--- config.mk ---
export PLATFORM = sky130hd
export DESIGN_NAME = chan_mux_rr_flat
export DESIGN_NICKNAME = d
export VERILOG_FILES = /design/src/rtl/chan_mux_rr_if.sv /design/src/rtl/chan_mux_rr.sv /design/src/flat_wrapper.sv
export SDC_FILE = /design/constraint.sdc
export NUM_CORES = 1
export LEC_CHECK = 0
export ABC_CLOCK_PERIOD_IN_PS = 7000
export CORE_MARGIN = 2
export CORE_UTILIZATION = 40
export DETAILED_ROUTE_END_ITERATION = 12
export GPL_ROUTABILITY_DRIVEN = 1
export PLACE_DENSITY = 0.86
export SKIP_LAST_GASP = 1
export SLEW_MARGIN = 30
export SYNTH_ARGS = -nofsm -noshare
export SYNTH_HDL_FRONTEND = slang
export SYNTH_SLANG_ARGS = --single-unit
--- constraint.sdc ---
create_clock -name clk -period 7 [get_ports clk]
set_input_delay 1.75 -clock clk [delete_from_list [all_inputs] [get_ports clk]]
set_output_delay 1.75 -clock clk [all_outputs]
set_load 0.005 [all_outputs]
--- src/rtl/chan_mux_rr_if.sv ---
`default_nettype none
// ============================================================================
//  Module      : chan_mux_rr_if
//  Description : Bundle of producer-side and consumer-side stream signals
//                for chan_mux_rr.
//                master - the multiplexer's view (drives in_ready, out_*)
//                slave  - the environment's view (drives in_*, out_ready)
//                Ports carried: in_data, in_valid, in_ready, out_data,
//                out_ch, out_valid, out_ready, out_parity (MUX_PARITY_EN only)
//  Options     : MUX_PARITY_EN adds out_parity
//  Revision    : 1.0 - initial release
// ============================================================================
interface chan_mux_rr_if #(
  parameter int CHANNELS = 4,
  parameter int WIDTH    = 8
);
  localparam int SW = $clog2(CHANNELS);

  logic [CHANNELS*WIDTH-1:0] in_data;
  logic [CHANNELS-1:0]       in_valid;
  logic [CHANNELS-1:0]       in_ready;
  logic [WIDTH-1:0]          out_data;
  logic [SW-1:0]             out_ch;
  logic                      out_valid;
  logic                      out_ready;
`ifdef MUX_PARITY_EN
  logic                      out_parity;

  modport master (
    input  in_data, in_valid, out_ready,
    output in_ready, out_data, out_ch, out_valid, out_parity
  );
  modport slave (
    output in_data, in_valid, out_ready,
    input  in_ready, out_data, out_ch, out_valid, out_parity
  );
`else
  modport master (
    input  in_data, in_valid, out_ready,
    output in_ready, out_data, out_ch, out_valid
  );
  modport slave (
    output in_data, in_valid, out_ready,
    input  in_ready, out_data, out_ch, out_valid
  );
`endif
endinterface
`default_nettype wire

--- src/rtl/chan_mux_rr.sv ---
`default_nettype none
// ============================================================================
//  Module      : chan_mux_rr
//  Description : Registered N-channel stream multiplexer with valid/ready
//                handshake. mode=0 forwards the channel given by sel,
//                mode=1 scans channels round-robin from an internal pointer.
//                One output register stage; consumer backpressure honoured.
//  Ports       : clk   - rising-edge clock
//                rst_n - synchronous active-low reset
//                mode  - 0 fixed select, 1 round-robin
//                sel   - channel index for fixed mode
//                bus   - chan_mux_rr_if.master (in_data/in_valid/in_ready,
//                        out_data/out_ch/out_valid/out_ready[/out_parity])
//  Options     : MUX_PARITY_EN - registered even parity of out_data
//  Revision    : 1.0 - initial release
// ============================================================================
module chan_mux_rr #(
  parameter int CHANNELS = 4,
  parameter int WIDTH    = 8
) (
  input  wire logic                        clk,
  input  wire logic                        rst_n,
  input  wire logic                        mode,
  input  wire logic [$clog2(CHANNELS)-1:0] sel,
  chan_mux_rr_if.master                    bus
);
  localparam int SW = $clog2(CHANNELS);
  localparam int c_slots = 1 << SW;
  localparam logic [SW:0]   c_num_ch = (SW+1)'(CHANNELS);
  localparam logic [SW-1:0] c_last   = SW'(CHANNELS - 1);

  logic [WIDTH-1:0]    r_out_data;
  logic [SW-1:0]       r_out_ch;
  logic                r_out_valid;
  logic [SW-1:0]       r_ptr;

  logic                w_load;
  logic [c_slots-1:0]  w_valid_pad;
  logic [WIDTH-1:0]    w_ch_data [c_slots];
  logic                w_fix_ok;
  logic                w_rr_found;
  logic [SW-1:0]       w_rr_idx;
  logic                w_grant;
  logic [SW-1:0]       w_idx;
  logic [SW-1:0]       w_next_ptr;

  // Pad lanes up to a power of two so any sel value indexes safely; padded
  // lanes are never valid and never granted.
  generate
    for (genvar k = 0; k < c_slots; k++) begin : g_lane
      if (k < CHANNELS) begin : g_used
        assign w_valid_pad[k] = bus.in_valid[k];
        assign w_ch_data[k]   = bus.in_data[k*WIDTH +: WIDTH];
      end else begin : g_pad
        assign w_valid_pad[k] = 1'b0;
        assign w_ch_data[k]   = '0;
      end
    end
  endgenerate

  assign w_load   = !r_out_valid || bus.out_ready;
  assign w_fix_ok = ({1'b0, sel} < c_num_ch) && w_valid_pad[sel];

  // Round-robin search: walk offsets from the farthest back to zero so the
  // channel closest to ptr (in wrap order) is the one left selected.
  always_comb begin : p_rr_search
    logic [SW:0] v_sum;
    w_rr_found = 1'b0;
    w_rr_idx   = '0;
    v_sum      = '0;
    for (int i = CHANNELS - 1; i >= 0; i--) begin
      v_sum = {1'b0, r_ptr} + (SW+1)'(i);
      if (v_sum >= c_num_ch) begin
        v_sum = v_sum - c_num_ch;
      end
      if (w_valid_pad[v_sum[SW-1:0]]) begin
        w_rr_found = 1'b1;
        w_rr_idx   = v_sum[SW-1:0];
      end
    end
  end

  assign w_grant    = rst_n && w_load && (mode ? w_rr_found : w_fix_ok);
  assign w_idx      = mode ? w_rr_idx : sel;
  assign w_next_ptr = (w_rr_idx == c_last) ? '0 : w_rr_idx + 1'b1;

  assign bus.in_ready = w_grant ? (CHANNELS'(1) << w_idx) : '0;

  always_ff @(posedge clk) begin
    if (!rst_n) begin
      r_out_data  <= '0;
      r_out_ch    <= '0;
      r_out_valid <= 1'b0;
      r_ptr       <= '0;
    end else begin
      // A grant implies load; with load and no grant the word is dropped.
      if (w_load) begin
        r_out_valid <= w_grant;
      end
      if (w_grant) begin
        r_out_data <= w_ch_data[w_idx];
        r_out_ch   <= w_idx;
      end
      // The pointer only moves on round-robin grants; fixed-mode traffic
      // leaves it where it was.
      if (w_grant && mode) begin
        r_ptr <= w_next_ptr;
      end
    end
  end

  assign bus.out_data  = r_out_data;
  assign bus.out_ch    = r_out_ch;
  assign bus.out_valid = r_out_valid;

`ifdef MUX_PARITY_EN
  logic r_out_parity;

  always_ff @(posedge clk) begin
    if (!rst_n) begin
      r_out_parity <= 1'b0;
    end else if (w_grant) begin
      r_out_parity <= ^w_ch_data[w_idx];
    end
  end

  assign bus.out_parity = r_out_parity;
`endif

endmodule
`default_nettype wire

--- src/flat_wrapper.sv ---
// flat-port wrapper written by rule: the top's interface ports become plain ports
module chan_mux_rr_flat 
#(
  parameter int CHANNELS = 4,
  parameter int WIDTH    = 8
)
  (clk, rst_n, mode, sel, bus_in_data, bus_in_valid, bus_out_ready, bus_in_ready, bus_out_data, bus_out_ch, bus_out_valid);
  chan_mux_rr_if #(.CHANNELS(CHANNELS), .WIDTH(WIDTH)) bus_i ();
  input  wire logic clk;
  input  wire logic rst_n;
  input  wire logic mode;
  input  wire logic [$clog2(CHANNELS)-1:0] sel;
  input wire logic [$bits(bus_i.in_data)-1:0] bus_in_data;
  input wire logic [$bits(bus_i.in_valid)-1:0] bus_in_valid;
  input wire logic [$bits(bus_i.out_ready)-1:0] bus_out_ready;
  output wire logic [$bits(bus_i.in_ready)-1:0] bus_in_ready;
  output wire logic [$bits(bus_i.out_data)-1:0] bus_out_data;
  output wire logic [$bits(bus_i.out_ch)-1:0] bus_out_ch;
  output wire logic [$bits(bus_i.out_valid)-1:0] bus_out_valid;
  assign bus_i.in_data = bus_in_data;
  assign bus_i.in_valid = bus_in_valid;
  assign bus_i.out_ready = bus_out_ready;
  assign bus_in_ready = bus_i.in_ready;
  assign bus_out_data = bus_i.out_data;
  assign bus_out_ch = bus_i.out_ch;
  assign bus_out_valid = bus_i.out_valid;
  chan_mux_rr #(.CHANNELS(CHANNELS), .WIDTH(WIDTH)) u_core (.clk(clk), .rst_n(rst_n), .mode(mode), .sel(sel), .bus(bus_i));
endmodule
==> results by group <==
Clock network
  • # clock sinks: 13
  • Total setup buffers inserted after CTS: 0
  • Post_cts resized: 0
  • CTS Hold Bufs: 0
  • Max clock buf depth: 2
  • CTS tree: yes
  • CTS buffer count: 3
  • Root buf cell: clkbuf_4
  • # H-tree levels: 1
  • Skew-Pair Late Insertion Delay: between 0.2 and 0.3 ns
  • Clock-pin slew on the worst setup and hold paths: 0.08 ns

Power and ir drop
  • Flop pwr share: between 30% and 40%
  • Sw frac: 30.59%
  • P_int: 161.0 uW
  • Clk pwr share: around a fifth
  • Total power: 232.0 uW
  • Power Dens Cells: approximately 150 mW/mm2
  • Leakage: between 0.6 and 0.7 nW
  • VDD IR max: 0.09434 mV
  • Comb power frac: a little over two fifths
  • Switching pwr: about 71 uW

Setup path
  • FF-to-FF setup slack: between 5 and 6 ns
  • Startpoint types: primary input
  • Arrival @ worst endpoint: approximately 4.1 ns
  • Crit. End Element: primary output
  • Crit path max fanout: 10
  • Req. time, crit path: 5.25 ns
  • Worst Setup Path Type: in -> out

Synth
  • Mux cell area share after synthesis: between 20% and 30%
  • Simple-gate portion of the synthesized area: roughly 17%
  • Mapped Nets: 140
  • Synth top area cells: dfxtp_1, mux2i_1, a221oi_2
  • Leading area contributor after synthesis: dfxtp_1
  • Cell Area, Synth: about 950 um2
  • Cell variety after synth: 29
  • Post-synthesis area per instance: slightly below 10 um2
  • Seq/Total Area, Yosys: ~27%
  • FF+latch count, synth: 13
  • YS warnings: 0
  • Largest family of logic cells by synthesized area: compound AO/OA/AOI/OAI gates
  • Xor/xnor share of the synthesized area: less than 1%
  • Post-Syn Instances: between 90 and 100
  • Post-synth top area share: 27.37%
  • Synth Area in Compound Gates: ~30%
  • Synth Area in Adders: 0%

Route
  • Initial DRC count: 5
  • Wire length per cell: 15.19 um
  • Pre-antenna DRT Iters: 4
  • Vias/cell: approximately 5.5
  • Remaining DRCs: 0
  • Final ANT Viol Nets: 0
  • DRT Wirelength: about 2800 um
  • DR vias: between 1000 and 1500

Floorplanning
  • Initial Utilization: between 40% and 50%
  • Die Y: ~53 um
  • I/O pins: 57
  • Total Die Area: ~0.0028 mm2
  • Row count: 17
  • Core box area: between 0.002 and 0.0025 mm2
  • Die Wd: 52.76 um

Placement
  • Pre-CTS setup slack: approximately 1.1 ns
  • DP Wirelength: 2203 um
  • Placed cell count: 180
  • Port bufs: 56
  • Routability congestion estimate: ~0.82

Cells and area
  • Most frequent cells in the layout: clkdlybuf4s50_1, mux2i_1, dfxtp_1
  • Area growth from synthesis to layout: 65.00%
  • Area of the multi-input gates: 664.4 um2
  • Layout cells sized above 1: between 10% and 20%
  • FILL cells: between 150 and 200
  • Reg area: approximately 260 um2
  • Commonest non-fill, non-tap cell in the layout: clkdlybuf4s50_1
  • NumNets Final: slightly below 200
  • Antenna Cells: 0
  • Post-Layout Cell Count: approximately 180

STA
  • RSZ-0062 raised after global routing: no
  • Max Fclk: between 150 and 200 MHz
  • Hold_ws: just over 0.5 ns
  • Worst Skew: slightly below 0.006 ns
  • Slew headroom: approximately 43%
  • Setup TNS: 0 ns
  • Final Hold Vio Count: 0
  • Minimum clock period: 5.889 ns
  • Max Slew Vio Count: 0
  • Final worst-path cycle share: around 84%
  • Worst Setup Slack, final: roughly 1.1 ns
  • Worst-Margin Slew: about 0.84 ns
  • Final setup viols: 0

Global route
  • Initial antenna violation count: 0
  • GRT overflow: 0
  • Largest net degree at the start of global routing: 20
  • First-pass GRT wire length: 4726 um
  • Vias in the first global route: between 1000 and 1500
  • Total GRT Usage: between 20% and 30%

Run
  • Max_cap viols: 0

Hold path
  • Worst min-delay path category: reg -> reg

Outcome
  • Status: complete, no violations
synth_stat cells (all sizes together):
| library cell | count |
|---|---|
| mux2i | 17 |
| dfxtp | 13 |
| nor2 | 12 |
| o21ai | 10 |
| a221oi | 8 |
| a21oi | 4 |
| inv | 4 |
| nor2b | 4 |
| nand2 | 3 |
| a211oi | 2 |
| and2 | 2 |
| buf | 2 |
| nor3 | 2 |
| or2b | 2 |
| or3 | 2 |
| a311oi | 1 |
| clkbuf | 1 |
| mux4 | 1 |
| nand2b | 1 |
| nor3b | 1 |
| o211a | 1 |
| o21a | 1 |
| o221ai | 1 |
| o41ai | 1 |
| or4b | 1 |
| xnor2 | 1 |
routing by layer:
layer,global-route usage (%),up-vias,share of wire [%]
li1,-,496,-
met5,0,-,0
met3,8.571,6,11
met2,41.88,55,48
met4,9.402,0,1.1
met1,23.49,453,40
registers in the layout, summed over array words and instances, names as in the netlist:
name	count
u_core.bus.out_valid	1
u_core.bus.out_data	8
u_core.bus.out_ch	2
u_core.r_ptr	2
through the flow:
step,util [%],area (um2)
after floorplan,-,950.9
after detailed placement,69.08,1543
after CTS,70.25,1569
final,70.25,1569
after global placement,69.08,1543
after global routing,70.25,1569
worst max-delay path, stage by stage:
cell and delay [ns]:
clkdlybuf4s50_1 0.52, nor2b_4 0.18, a311oi_1 0.37, o21ai_0 0.21
a21oi_4 0.41, and2_1 0.19, clkdlybuf4s50_1 0.50
path summary, 6_finish.rpt:
path	start	cells past startpoint	endpoint
worst max-delay path	bus_in_valid[2]	7	bus_in_ready[1]
worst min-delay path	u_core.bus.out_ch[0]	1	u_core.bus.out_ch[0]
worst max register to register	u_core.r_ptr[0]	6	u_core.bus.out_data[2]
worst min register to register	u_core.bus.out_ch[0]	1	u_core.bus.out_ch[0]
logic make-up after synthesis:
group	Yosys count
flops	13
compound gates	29
mux	18
simple gates	30
xor+xnor	1
buf+inv	7
layout make-up:
class	count	share of cell area (%)
Timing Repair Buffer	57	36.20
Tap cell	28	2.233
Sequential cell	13	16.59
Clock buffer	4	1.675
Multi-Input combinational cell	78	42.34
Inverter	4	0.9569
power by group through the flow:
stage / clock, mW / combinational [mW] / sequential [mW]
detailed placement: 0 / 0.0982 / 0.0882
floorplan: 0 / 0.0470 / 0.0886
global placement: 0 / 0.0953 / 0.0884
finish: 0.0469 / 0.0982 / 0.0869
global route: 0.0508 / 0.106 / 0.0882
CTS: 0.0471 / 0.0991 / 0.0869
Note: power is estimated with default switching activity, not from simulation.
